===== src/rtl/bin_bcd_pkg.sv =====
// Shared types, constants and helpers for the binary-to-BCD converter.
package bin_bcd_pkg;

    typedef enum logic [1:0] {IDLE, SHIFT, DONE} state_t;

    localparam int NIB_W      = 4;
    localparam int MAX_DIGITS = 16;

    localparam logic [NIB_W*MAX_DIGITS-1:0] ALL_NINES = {MAX_DIGITS{4'h9}};

    // 1 + index of the highest nonzero nibble among the low `digits`; 1 for zero.
    function automatic int sig_digits(
        input logic [NIB_W*MAX_DIGITS-1:0] bcd,
        input int                          digits
    );
        int n;
        n = 1;
        for (int k = 0; k < MAX_DIGITS; k++) begin
            if (k < digits && bcd[NIB_W*k +: NIB_W] != '0) begin
                n = k + 1;
            end
        end
        return n;
    endfunction

endpackage


===== src/rtl/bin_bcd_conv_digit_adj.sv =====
// Double-dabble nibble correction: add 3 to any digit of 5 or more.
module bcd_digit_adj (
    input  logic [3:0] din,
    output logic [3:0] dout
);

    assign dout = (din >= 4'd5) ? din + 4'd3 : din;

endmodule


===== src/rtl/bin_bcd_conv.sv =====
// Sequential shift-and-add-3 binary-to-BCD converter, one bit per clock,
// with overflow saturation and significant-digit count.
module bin_bcd_conv
    import bin_bcd_pkg::*;
#(
    parameter int BIN_W  = 12,
    parameter int DIGITS = 4
) (
    input  logic                         clk,
    input  logic                         rst,
    input  logic                         in_valid,
    output logic                         in_ready,
    input  logic [BIN_W-1:0]             in_bin,
    output logic                         out_valid,
    input  logic                         out_ready,
    output logic [NIB_W*DIGITS-1:0]      out_bcd,
    output logic [$clog2(DIGITS+1)-1:0]  out_ndig,
    output logic                         out_ovf
);

    localparam int BCD_W  = NIB_W * DIGITS;
    localparam int WORK_W = BCD_W + BIN_W;
    localparam int CNT_W  = $clog2(BIN_W + 1);
    localparam int NDIG_W = $clog2(DIGITS + 1);
    localparam int PAD_W  = NIB_W * MAX_DIGITS;

    state_t              state;
    logic [WORK_W-1:0]   work;
    logic [CNT_W-1:0]    cnt;
    logic                ovf;

    logic [BCD_W-1:0]    adj_bcd;
    logic [WORK_W-1:0]   adj_work;
    logic [WORK_W-1:0]   nxt_work;
    logic [BCD_W-1:0]    fin_bcd;
    logic [PAD_W-1:0]    fin_pad;
    logic                fin_ovf;
    logic [NDIG_W-1:0]   fin_ndig;

    for (genvar k = 0; k < DIGITS; k++) begin : g_adj
        bcd_digit_adj u_adj (
            .din  (work[BIN_W + NIB_W*k +: NIB_W]),
            .dout (adj_bcd[NIB_W*k +: NIB_W])
        );
    end

    assign adj_work = {adj_bcd, work[BIN_W-1:0]};
    assign nxt_work = {adj_work[WORK_W-2:0], 1'b0};
    assign fin_bcd  = nxt_work[WORK_W-1 -: BCD_W];
    assign fin_pad  = PAD_W'(fin_bcd);
    // The bit leaving the top nibble is a carry past the last digit.
    assign fin_ovf  = ovf | adj_work[WORK_W-1];
    assign fin_ndig = NDIG_W'(sig_digits(fin_pad, DIGITS));

    assign in_ready = (state == IDLE) && !rst;

    always_ff @(posedge clk) begin
        if (rst) begin
            state     <= IDLE;
            work      <= '0;
            cnt       <= '0;
            ovf       <= 1'b0;
            out_valid <= 1'b0;
            out_bcd   <= '0;
            out_ndig  <= NDIG_W'(1);
            out_ovf   <= 1'b0;
        end else begin
            unique case (state)
                IDLE: begin
                    if (in_valid) begin
                        work  <= {{BCD_W{1'b0}}, in_bin};
                        cnt   <= CNT_W'(BIN_W);
                        ovf   <= 1'b0;
                        state <= SHIFT;
                    end
                end
                SHIFT: begin
                    work <= nxt_work;
                    cnt  <= cnt - CNT_W'(1);
                    ovf  <= fin_ovf;
                    if (cnt == CNT_W'(1)) begin
                        state     <= DONE;
                        out_valid <= 1'b1;
                        out_ovf   <= fin_ovf;
                        if (fin_ovf) begin
                            out_bcd  <= ALL_NINES[BCD_W-1:0];
                            out_ndig <= NDIG_W'(DIGITS);
                        end else begin
                            out_bcd  <= fin_bcd;
                            out_ndig <= fin_ndig;
                        end
                    end
                end
                DONE: begin
                    if (out_ready) begin
                        out_valid <= 1'b0;
                        state     <= IDLE;
                    end
                end
                default: state <= IDLE;
            endcase
        end
    end

endmodule


===== config.mk =====
export PLATFORM = sky130hd
export DESIGN_NAME = bin_bcd_conv
export DESIGN_NICKNAME = d
export VERILOG_FILES = /design/src/rtl/bin_bcd_pkg.sv /design/src/rtl/bin_bcd_conv_digit_adj.sv /design/src/rtl/bin_bcd_conv.sv
export SDC_FILE = /design/constraint.sdc
export NUM_CORES = 1
export LEC_CHECK = 0
export ABC_AREA = 1
export BUFFER_PORTS_ARGS = -buffer_cell sky130_fd_sc_hd__buf_2
export CAP_MARGIN = 20
export CORE_ASPECT_RATIO = 1.5
export CORE_UTILIZATION = 36
export CTS_BUF_LIST = sky130_fd_sc_hd__clkbuf_8
export DETAILED_ROUTE_END_ITERATION = 6
export PLACE_DENSITY = 0.62
export SLEW_MARGIN = 5
export SYNTH_ARGS = -nofsm -noshare
export SYNTH_HDL_FRONTEND = slang
export SYNTH_SLANG_ARGS = --single-unit

===== constraint.sdc =====
create_clock -name clk -period 4 [get_ports clk]
set_clock_uncertainty 0.1 [all_clocks]
set_input_delay 0.2 -clock clk [delete_from_list [all_inputs] [get_ports clk]]
set_output_delay 0.2 -clock clk [all_outputs]
set_load 0.03 [all_outputs]

# Yosys cells after proc, flatten, opt, wreduce, memory -nomap -nowiden
# Cells that the tools add are included.
[classes] add_sub_neg=5 mul=0 div=0 order_cmp=4 eq_ne=6 shift=0 n_mux=22 n_bitwise=1 n_reduce_logical=12
[op_table] cell="$pmux 28 s2" n=1
[op_table] cell="$mux 28" n=1
[op_table] cell="$mux 4" n=5
[op_table] cell="$add 4x2->4 const B" n=4
[op_table] cell="$ge 4x3->1 const B" n=4
[op_table] cell="$mux 16" n=1
[op_table] cell="$reduce_bool 4->1" n=3
[op_table] cell="$mux 2" n=5
[op_table] cell="$pmux 4 s2" n=1
[op_table] cell="$mux 3" n=2
[op_table] cell="$ne 2x2->1 const B" n=3
[op_table] cell="$pmux 2 s3" n=1
[op_table] cell="$reduce_and 3->1" n=2
[op_table] cell="$eq 4x1->1 const B" n=1
[op_table] cell="$pmux 1 s2" n=2
[op_table] cell="$reduce_and 2->1" n=2
[op_table] cell="$reduce_bool 2->1" n=2
[op_table] cell="$sub 4x1->4 const B" n=1
[op_table] cell="$mux 1" n=3
[op_table] cell="$eq 2x1->1 const B" n=1
[op_table] cell="$eq 2x2->1 const B" n=1
[op_table] cell="$logic_not 2->1" n=1
[op_table] cell="$logic_and 1x1->1" n=1
[op_table] cell="$logic_not 1->1" n=1
[op_table] cell="$or 1x1->1" n=1
[totals] reg_bits=56 latch_bits=0 mem_bits_rw=0 romBits=0 inputBits=16 elab_cells=58 n_memories=0

# Longest topological paths before layout
# Gate-level depths: netlist of run 1.
[logic_depth] depth_word=7 ltp_mapped=12

# By module
# A second synthesis of run 1 with hierarchy kept.
[unflattened] hier_cells=379 area_unflattened_um2=2720.1
[modules_own_cells] mod="bin_bcd_conv" n_inst=1 cells_per_inst=287 area_per_inst_um2=2179.6 seq_area_each_um2=1121.1
[modules_own_cells] mod="bcd_digit_adj" n_inst=4 cells_per_inst=23 area_per_inst_um2=135.1 seq_area_each_um2=0.0

# Worst setup path before layout of run 1
# No wires, ideal clock.
[synth_timing] path_type="reg-to-reg" start="reg work[24]" end="reg out_bcd[1]" setup_time_ns=0.132 t_arrival_ns=1.363 t_required_ns=3.768 path_slack_ns=2.405 stages_incl_launch_ff=12 path_buffers=1 synth_period_minus_slack_ns=1.595 path_cell_list="dfxtp_1 -> inv_1 -> ha_1 -> inv_1 -> nand2_1 -> nand2_1 -> nand3_1 -> nand2_1 -> nor2_4 -> buf_4 -> nand2_1 -> a21oi_1"
[synth_between] elab_chain_len=4 word_cells_on_any_way=5 classes_between="1 x add/sub; 1 x order compare; 2 x mux; 1 x bitwise"
[synth_lines] item="start: declaration" line="bin_bcd_conv.sv:28" rtl="logic [WORK_W-1:0] work;"
[synth_lines] item="start signal: assignment" line="bin_bcd_conv.sv:71" rtl="work <= {{BCD_W{1'b0}}, in_bin};"
[synth_lines] item="start signal: assignment" line="bin_bcd_conv.sv:78" rtl="work <= nxt_work;"
[synth_lines] item="$add 4x2->4 or $ge 4x3->1 (tied branches)" line="bin_bcd_conv_digit_adj.sv:7" rtl="assign dout = (din >= 4'd5) ? din + 4'd3 : din;"
[synth_lines] item="$mux 4 (*)" line="bin_bcd_conv_digit_adj.sv:7"
[synth_lines] item="$or 1x1->1 (*)" line="bin_bcd_conv.sv:52" rtl="assign fin_ovf = ovf | adj_work[WORK_W-1];"
[synth_lines] item="$mux 16 (*)" line="bin_bcd_conv.sv:85" rtl="if (fin_ovf) begin"
[synth_lines] item="end signal: assignment" line="bin_bcd_conv.sv:86" rtl="out_bcd <= ALL_NINES[BCD_W-1:0];"
[synth_lines] item="end signal: assignment" line="bin_bcd_conv.sv:89" rtl="out_bcd <= fin_bcd;"
[synth_lines] item="end: declaration" line="bin_bcd_conv.sv:16" rtl="output logic [NIB_W*DIGITS-1:0] out_bcd,"
# Every way passes the cells marked *; elsewhere a longest branch is shown, timed or not.
# A chain may end at the register's enable or synchronous reset.

# Worst setup path in the final report of run 1
[layout_timing] start="reg state[0]" end="reg out_bcd[0]"
[layout_between] elab_chain_len=2
[layout_lines] item="start: declaration" line="bin_bcd_conv.sv:27" rtl="state_t state;"
[layout_lines] item="start signal: assignment" line="bin_bcd_conv.sv:59" rtl="state <= IDLE;"
[layout_lines] item="start signal: assignment" line="bin_bcd_conv.sv:74" rtl="state <= SHIFT;"
[layout_lines] item="start signal: assignment" line="bin_bcd_conv.sv:82" rtl="state <= DONE;"
[layout_lines] item="$eq 2x1->1" line="bin_bcd_conv.sv:68" rtl="unique case (state)"
[layout_lines] item="$reduce_and 2->1 (no line)"
# No other way between the ends.

==> reports/qor.yml, run 1 <==
cts:
  clock_insertion_delay_worst_skew_ns: 0.31
  max-clock-path-buffers: 2
  cts_max_level: 2
  numClockSinks: 56
  cts_repair_resize_count: 0
  post-cts-setup-buffer-count: 0
  root_buffer: "sky130_fd_sc_hd__clkbuf_8"
  ctsHoldBuffers: 0
  tritoncts_buffers: 5
  cts_tree: "yes"
  clkTransAtPathRegs_ns: 0.10
floorplanning:
  die_w_um: 72.0
  dieArea_um2: 7710
  fp-row-count: 37
  die_h_um: 107
  initial_utilization_pct: 37.9
  boundaryPins: 38
  placeableCoreArea_um2: 6990
final_layout:
  drive_above_1_share_pct: 12.7
  syn2layout_area_growth_pct: 13.2
  nNetsFinal: 435
  total_inserted_antenna_cells: 0
  final_cells: 507
  post-route-cell-area_um2: 3000
sta:
  timing.final.hold_violations: 0
  worst-slew-pin-transition_ns: 0.922
  tns_ns: 0
  finalSetupViolations: 0
  final_worst_path_period_share_pct: 62.9
  hold_slack_ns: 0.0483
  maxSlewHeadroom_pct: 38.5
  rsz_0062_raised_after_global_routing: "false"
  slew_violations: 0
  timing.fmax_mhz: 397
  final.min_clock_period_ns: 2.52
critical_path:
  crit_fanout: 33
  reg_to_reg_setup_timing_slack_ns: 1.48
  r2r_end: "out_bcd[0]$_SDFFE_PP0P_"
  critical_path_arrival_ns: 2.63
  r2r-start: "state[0]$_SDFFE_PP0P_"
  critical_path.endpoint_type: "flip-flop"
  setup.worst_path.class: "reg -> reg"
  worstRegToRegCells: 9
  critical_path_start_type: "flip-flop"
  critical_path_required_ns: 4.11
placement:
  place_area_um2: 2890
  io_buffers: 37
  hpwl_detailed_um: 4240
  post-place-cells: 499
  globalplace.congestion: 0.813
job:
  maxCapViolCount: 0
synthesis:
  count_of_flip_flops_with_a_built_in_enable_after_synthesis: 0
  yosys-top-cells-count: "sky130_fd_sc_hd__nand2_1, sky130_fd_sc_hd__dfxtp_1, sky130_fd_sc_hd__inv_1, sky130_fd_sc_hd__a21oi_1, sky130_fd_sc_hd__nand3_1"
  synth_area_leader_cell: "sky130_fd_sc_hd__dfxtp_1"
  synthMostInstantiatedCell: "sky130_fd_sc_hd__nand2_1"
  synth_cell_area_um2: 2650
  asyncSetResetFlopFracSynth_pct: 0
  ys_types: 22
  synthesis.area_per_instance_um2: 6.95
  synth_fp_nets: 407
  yosysWarningCount: 0
  synth.area.top_cells: "sky130_fd_sc_hd__dfxtp_1, sky130_fd_sc_hd__nand2_1, sky130_fd_sc_hd__inv_1, sky130_fd_sc_hd__a21oi_1, sky130_fd_sc_hd__ha_1"
  portion_of_the_post_synthesis_area_used_by_sequential_elements_pct: 42.3
  yosys.area.top_type_share_pct: 42.3
  postSynthRegisterBits: 56
  postSynth.topFlopCell: "sky130_fd_sc_hd__dfxtp_1"
  synthesis.instances: 381
grt:
  grt.met3_usage_pct: 4.04
  grt_util_all_layers_pct: 16.2
  pin_count_of_the_biggest_net_entering_global_routing: 39
  grt_overflow: 0
  grt_antenna_before_repair: 0
  grt-busiest-layer: "met2"
  globalRouteMet1Util_pct: 17.2
  grt_first_pass_wirelength_um: 9820
  grtUsageMet2_pct: 29.9
  grt_pass1_vias: 2225
drt:
  vias: 2408
  total_wirelength_of_the_detailed_routed_design_um: 5950
  drt-initial-drc-count: 110
  ant_nets: 0
  length_of_the_first_detailed_routing_pass_in_iterations: 4
  routed_via_count_divided_by_cell_count: 4.75
  drt-wirelength-per-cell_um: 11.7
  remaining_drc_errors: 0
power_and_ir_drop:
  power-per-cell-area_nw_per_um2: 357
  fin_total_pwr_mw: 1.07
  standby_leakage_power_nw: 1.43
  ir_worst_vdd_v: 0.000224
hold_path:
  worstHoldEndpoint: "work[0]$_SDFFE_PP0P_"
  min-delay-start: "in_bin[0]"
  hold_path_class: "in -> reg"
  min_path_cells: 3
outcome:
  status: "finished, final reports clean"
worst max path at each step:
stage | depth (start not counted) | start | to | slack [ns]
after floorplan | 11 | work[24]$_SDFFE_PP0P_ | out_bcd[1]$_SDFFE_PP0P_ | 2.40
after CTS | 9 | state[0]$_SDFFE_PP0P_ | out_bcd[0]$_SDFFE_PP0P_ | 1.48
after global routing | 9 | state[0]$_SDFFE_PP0P_ | out_bcd[0]$_SDFFE_PP0P_ | 1.24
final | 9 | state[0]$_SDFFE_PP0P_ | out_bcd[0]$_SDFFE_PP0P_ | 1.48
after detailed placement | 9 | state[0]$_SDFFE_PP0P_ | out_bcd[0]$_SDFFE_PP0P_ | 1.49
after global placement | 9 | state[0]$_SDFFE_PP0P_ | out_bcd[0]$_SDFFE_PP0P_ | 1.57
stage by stage:
| stage | setup slack (ns) | utilization, % |
|---|---|---|
| 4_1_cts | 1.48 | 42.9 |
| 3_3_place_gp | 1.57 | 41.3 |
| 5_1_grt | 1.24 | 42.9 |
| 2_1_floorplan | 2.40 | - |
| 3_5_place_dp | 1.49 | 41.3 |
| 6_report | 1.48 | 42.9 |
power breakdown:
part / switching (mW) / internal (mW)
registers: 0.0111 / 0.577
logic: 0.0773 / 0.0317
clock network: 0.188 / 0.186
total: 0.276 / 0.794
state kept, by name, summed over array words and instances (netlist names):
signal / cells
cnt: 4
out_bcd: 16
out_ndig: 3
out_ovf: 1
out_valid: 1
ovf: 1
state: 2
work: 28
kinds of logic (layout without fill, tap and decap cells):
logic type,after synthesis,in the layout,synth area share (%)
compound gates,71,71,15.1
simple gates,175,175,27.6
xor+xnor,1,1,0.331
buf+inv,68,97,9.97
flops,56,56,42.3
fa+ha+maj,10,10,4.73
area by class of cell:
cell class / count / area [um^2]
flip-flops and latches: 56 / 1120
inverters: 52 / 195
fillers: 754 / 3990
clock inverters: 3 / 42.5
repair buffers: 37 / 185
well taps: 97 / 121
clock buffers: 5 / 68.8
multi-input cells: 257 / 1260
cells in the final DEF (no fill, tap or decap), drive strengths merged:
cell      count
ha           10
a31oi         7
buf          37
nand4         8
nor3          1
nand3        21
a22oi         8
bufinv        1
clkinvlp      1
or2           1
clkbuf        5
o211ai        5
inv          52
xor2          1
o31ai         1
dfxtp        56
o21ai        15
a21oi        35
nor2         15
clkinv        1
nand2       129
critical path: stages, from the launching register on:
cell                      delay, ns
sky130_fd_sc_hd__dfxtp_1       0.37
sky130_fd_sc_hd__inv_2         0.07
sky130_fd_sc_hd__nor2_4        0.57
sky130_fd_sc_hd__inv_2         0.14
sky130_fd_sc_hd__nor2_4        0.32
sky130_fd_sc_hd__inv_2         0.20
sky130_fd_sc_hd__nor2_4        0.35
sky130_fd_sc_hd__inv_1         0.10
sky130_fd_sc_hd__o21ai_0       0.15
sky130_fd_sc_hd__inv_1         0.05
per-layer routing:
layer  routed length [um]  up-vias
li1                     -     1274
met1                 2510     1078
met2                 3070       46
met3                  264       10
met4                  105        0
met5                    0        -
Note: power is estimated with default switching activity, not from simulation.
==> inputs of run 2 (changes only) <==
--- a/config.mk
+++ b/config.mk
@@ -12,7 +12,7 @@
 export CORE_UTILIZATION = 36
 export CTS_BUF_LIST = sky130_fd_sc_hd__clkbuf_8
 export DETAILED_ROUTE_END_ITERATION = 6
-export PLACE_DENSITY = 0.62
+export PLACE_DENSITY = 0.64
 export SLEW_MARGIN = 5
 export SYNTH_ARGS = -nofsm -noshare
 export SYNTH_HDL_FRONTEND = slang
==> constraint.sdc (replaced) <==
create_clock -name clk -period 2.17 [get_ports clk]
set_clock_uncertainty 0.1 [all_clocks]
set_input_delay 0.1085 -clock clk [delete_from_list [all_inputs] [get_ports clk]]
set_output_delay 0.1085 -clock clk [all_outputs]
set_load 0.03 [all_outputs]
==> reports/qor.yml, run 2 (synthesis results as in run 1) <==
critical_path:
  critical_path.endpoint_type: "flip-flop"
  critical_path_required_ns: 2.28
  critical_path_start_type: "flip-flop"
  crit_path_frequent_cell: "sky130_fd_sc_hd__inv_1"
  critical_path.top_delay_family: "simple AND/OR/NAND/NOR gates"
  critical_path_buf_inv_count: 4
  critical_path_arrival_ns: 2.06
  crit_chain: "inv_1 > ha_1 > inv_1 > nand2_1 > nand2_1 > nand3_1 > nand2_1 > nor2_4 > inv_1 > o21ai_0 > inv_1"
  setup.worst_path.class: "reg -> reg"
  slowest_stage: "sky130_fd_sc_hd__dfxtp_1"
  timing.critical_path.slowest_cell_delay_ns: 0.36
  crit_fanout: 15
floorplanning:
  dieArea_um2: 7710
  placeableCoreArea_um2: 6990
  fp-row-count: 37
  die_h_um: 107
  initial_utilization_pct: 37.9
  boundaryPins: 38
  die_w_um: 72.0
sta:
  timing.fmax_mhz: 514
  maxSlewHeadroom_pct: 58.2
  rsz_0062_raised_after_global_routing: "false"
  timing.final.ws_setup_ns: 0.223
  final_worst_path_period_share_pct: 89.7
  timing.final.hold_violations: 0
  final.min_clock_period_ns: 1.95
  worst-slew-pin-transition_ns: 0.627
  tns_ns: 0
  slew_violations: 0
  finalSetupViolations: 0
  hold_slack_ns: 0.106
power_and_ir_drop:
  ir_worst_vdd_v: 0.000403
  power-per-cell-area_nw_per_um2: 604
  standby_leakage_power_nw: 1.50
cts:
  clock_insertion_delay_worst_skew_ns: 0.31
  numClockSinks: 56
  post-cts-setup-buffer-count: 0
  clkTransAtPathRegs_ns: 0.09
  tritoncts_buffers: 5
  cts_tree: "yes"
  root_buffer: "sky130_fd_sc_hd__clkbuf_8"
  max-clock-path-buffers: 2
  cts_max_level: 2
drt:
  ant_nets: 0
  remaining_drc_errors: 0
  total_wirelength_of_the_detailed_routed_design_um: 5980
  drt-wirelength-per-cell_um: 11.4
  routed_via_count_divided_by_cell_count: 4.80
  length_of_the_first_detailed_routing_pass_in_iterations: 4
  drt-initial-drc-count: 91
  vias: 2520
final_layout:
  drive_above_1_share_pct: 13.1
  syn2layout_area_growth_pct: 18.9
  final_common_cell: "sky130_fd_sc_hd__nand2_1"
  seq_area_um2: 1120
  final_cells: 525
  largest_registers: "work x28, out_bcd x16, cnt x4"
  multi_input_comb_area_um2: 1260
  layout.filler_cells: 735
  largest_reg_flops: 28
  nNetsFinal: 453
  total_inserted_antenna_cells: 0
  layout.cells.most_common_list: "sky130_fd_sc_hd__nand2_1, sky130_fd_sc_hd__dfxtp_1, sky130_fd_sc_hd__inv_1, sky130_fd_sc_hd__buf_2, sky130_fd_sc_hd__a21oi_1"
  largest-register: "work"
  post-route-cell-area_um2: 3150
grt:
  grt_antenna_before_repair: 0
  grt_util_all_layers_pct: 16.9
  pin_count_of_the_biggest_net_entering_global_routing: 38
  grt_pass1_vias: 2442
  grt_overflow: 0
  grt_first_pass_wirelength_um: 10300
outcome:
  status: "finished, final reports clean"
placement:
  place_area_um2: 2920
  io_buffers: 37
  post-place-ws_ns: 0.255
  globalplace.congestion: 0.866
  hpwl_detailed_um: 4160
  post-place-cells: 504
job:
  maxCapViolCount: 0
hold_path:
  hold_path_class: "in -> reg"
[run 2: repair_timing]
item,CTS,global route
gates resized for setup,0,0
hold buffers,13,0
hold endpoints to repair,13,0
[run 2: worst min-delay path, stage by stage]
cell and delay (ns):
sky130_fd_sc_hd__buf_2 0.10, sky130_fd_sc_hd__nand3_1 0.17, sky130_fd_sc_hd__a21oi_1 0.09
[run 2: report_power, final]
group	total, mW	internal (mW)	switching (mW)	leakage (nW)
combinational	0.233	0.0821	0.151	0.996
clock	0.584	0.255	0.329	0.0486
sequential	1.08	1.06	0.0192	0.455
total	1.90	1.40	0.499	1.50
[run 2: metrics by stage]
stage | utilization, % | total power, mW
floorplan | - | 1.26
global placement | 41.8 | 1.32
detailed placement | 41.8 | 1.33
CTS | 45.0 | 1.93
global route | 45.0 | 2.00
finish | 45.0 | 1.90
[run 2: path summary, 6_finish.rpt]
check | from | end | slack (ns) | cells after the start
setup / recovery | work[24]$_SDFFE_PP0P_ | out_bcd[0]$_SDFFE_PP0P_ | 0.22 | 11
hold / removal | in_valid | state[0]$_SDFFE_PP0P_ | 0.11 | 3
setup reg to reg | work[24]$_SDFFE_PP0P_ | out_bcd[0]$_SDFFE_PP0P_ | 0.22 | 11
hold reg to reg | out_ndig[1]$_SDFFE_PP0P_ | out_ndig[1]$_SDFFE_PP0P_ | 0.37 | 2
[run 2: layout make-up]
type	count	share of cell area [%]
multi-input combinational	257	40.1
sequential	56	35.6
timing repair buffer	55	11.2
inverter	52	6.20
tap	97	3.86
clock buffer	6	2.62
clock inverter	2	0.358
[run 2: metal layers]
layer / track usage (%) / routed length [um] / vias to the layer above / share of wire [%]
met5: 0 / 0 / - / 0
met4: 9.24 / 133 / 0 / 2.2
met1: 18.4 / 2540 / 1147 / 42
li1: - / - / 1308 / -
met3: 2.26 / 203 / 13 / 3.4
met2: 30.8 / 3100 / 52 / 52
==> inputs of run 3 (changes only) <==
--- a/config.mk
+++ b/config.mk
@@ -10,9 +10,9 @@
 export CAP_MARGIN = 20
 export CORE_ASPECT_RATIO = 1.5
 export CORE_UTILIZATION = 36
-export CTS_BUF_LIST = sky130_fd_sc_hd__clkbuf_8
 export DETAILED_ROUTE_END_ITERATION = 6
 export PLACE_DENSITY = 0.64
+export REMOVE_ABC_BUFFERS = 1
 export SLEW_MARGIN = 5
 export SYNTH_ARGS = -nofsm -noshare
 export SYNTH_HDL_FRONTEND = slang
==> reports/qor.yml, run 3 (synthesis results as in run 1) <==
final_layout:
  layout.cells.most_common_list: "sky130_fd_sc_hd__nand2_1, sky130_fd_sc_hd__dfxtp_1, sky130_fd_sc_hd__inv_1, sky130_fd_sc_hd__buf_2, sky130_fd_sc_hd__a21oi_1"
  syn2layout_area_growth_pct: 18.7
  total_inserted_antenna_cells: 0
  drive_above_1_share_pct: 13.1
  final_common_cell: "sky130_fd_sc_hd__nand2_1"
  nNetsFinal: 453
  largest_registers: "work x28, out_bcd x16, cnt x4"
  largest-register: "work"
  largest_reg_flops: 28
  post-route-cell-area_um2: 3140
floorplanning:
  dieArea_um2: 7710
  initial_utilization_pct: 37.9
  die_h_um: 107
  die_w_um: 72.0
  boundaryPins: 38
  fp-row-count: 37
  placeableCoreArea_um2: 6990
grt:
  grt-busiest-layer: "met2"
  grt_overflow: 0
  grt.met3_usage_pct: 2.91
  grt_first_pass_wirelength_um: 10400
  grt_util_all_layers_pct: 16.9
  grt_antenna_before_repair: 0
  grt_pass1_vias: 2418
  pin_count_of_the_biggest_net_entering_global_routing: 38
  grtUsageMet2_pct: 30.5
  globalRouteMet1Util_pct: 19.5
drt:
  total_wirelength_of_the_detailed_routed_design_um: 5940
  drt-wirelength-per-cell_um: 11.3
  vias: 2508
  ant_nets: 0
  remaining_drc_errors: 0
  drt-initial-drc-count: 149
  length_of_the_first_detailed_routing_pass_in_iterations: 4
  routed_via_count_divided_by_cell_count: 4.78
power_and_ir_drop:
  standby_leakage_power_nw: 1.49
  ir_worst_vdd_v: 0.000340
  fin_total_pwr_mw: 1.88
  power-per-cell-area_nw_per_um2: 600
cts:
  ctsHoldBuffers: 13
  numClockSinks: 56
  tritoncts_buffers: 5
  clock_insertion_delay_worst_skew_ns: 0.32
  post-cts-setup-buffer-count: 0
  root_buffer: "sky130_fd_sc_hd__clkbuf_8"
  max-clock-path-buffers: 2
  cts_max_level: 2
  clkTransAtPathRegs_ns: 0.11
  cts_repair_resize_count: 0
  cts_tree: "yes"
hold_path:
  hold_path_class: "in -> reg"
critical_path:
  crit_path_frequent_cell: "sky130_fd_sc_hd__inv_1"
  critical_path.endpoint_type: "flip-flop"
  critical_path_arrival_ns: 2.05
  critical_path_buf_inv_count: 4
  crit_fanout: 15
  critical_path.top_delay_family: "simple AND/OR/NAND/NOR gates"
  crit_chain: "inv_1 > ha_1 > inv_1 > nand2_1 > nand2_1 > nand3_1 > nand2_1 > nor2_4 > inv_1 > o21ai_0 > inv_1"
  critical_path_required_ns: 2.29
  slowest_stage: "sky130_fd_sc_hd__dfxtp_1"
  critical_path_start_type: "flip-flop"
  timing.critical_path.slowest_cell_delay_ns: 0.37
  setup.worst_path.class: "reg -> reg"
sta:
  slew_violations: 0
  worst-slew-pin-transition_ns: 0.706
  hold_slack_ns: 0.0779
  maxSlewHeadroom_pct: 52.9
  final.min_clock_period_ns: 1.92
  final_worst_path_period_share_pct: 88.6
  tns_ns: 0
  timing.fmax_mhz: 520
  rsz_0062_raised_after_global_routing: "false"
  timing.final.hold_violations: 0
  timing.final.ws_setup_ns: 0.248
  finalSetupViolations: 0
placement:
  post-place-ws_ns: 0.276
  hpwl_detailed_um: 3960
  place_area_um2: 2920
  io_buffers: 37
  globalplace.congestion: 0.808
job:
  maxCapViolCount: 0
outcome:
  status: "finished, final reports clean"
[run 3: changes by cell type in the layout (fill, tap and decap cells not counted), sizes merged]
cell / delta
clkinv: +1
inv: -1
[run 3: power by group]
group          total, mW  switching, mW  internal (mW)
Sequential          1.08         0.0190           1.06
Combinational      0.232          0.151         0.0810
Clock              0.571          0.340          0.231
Total               1.88          0.510           1.37
[run 3: worst paths after layout]
path	from	to	cells past startpoint	slack (ns)
setup / recovery	work[24]$_SDFFE_PP0P_	out_bcd[0]$_SDFFE_PP0P_	11	0.25
hold / removal	in_valid	state[0]$_SDFFE_PP0P_	3	0.08
setup reg to reg	work[24]$_SDFFE_PP0P_	out_bcd[0]$_SDFFE_PP0P_	11	0.25
hold reg to reg	out_bcd[9]$_SDFFE_PP0P_	out_bcd[9]$_SDFFE_PP0P_	2	0.36
[run 3: metal layers]
| layer | vias up | wire [um] |
|---|---|---|
| met4 | 0 | 87 |
| met1 | 1138 | 2610 |
| met5 | - | 0 |
| met2 | 53 | 2990 |
| li1 | 1311 | - |
| met3 | 6 | 243 |
[run 3: per-stage QoR]
step	std cells	util, %
finish	525	44.9
global route	525	44.9
CTS	525	44.9
detailed placement	504	41.8
global placement	504	41.8
floorplan	365	-
[run 3: final cells by class]
class                      count  area (um^2)
clock buffer                   6         72.6
inverter                      52          195
tap                           97          121
clock inverter                 2         16.3
sequential                    56         1120
multi-input combinational    257         1260
fill                         713         3850
timing repair buffer          55          353
[run 3: worst reg2reg max path, delay by kind of cell, from the launching register on]
family          cells  cell delay (ns)
compound gates      1             0.15
flops               1             0.37
simple gates        5             0.75
fa+ha+maj           1             0.16
buf+inv             4             0.29
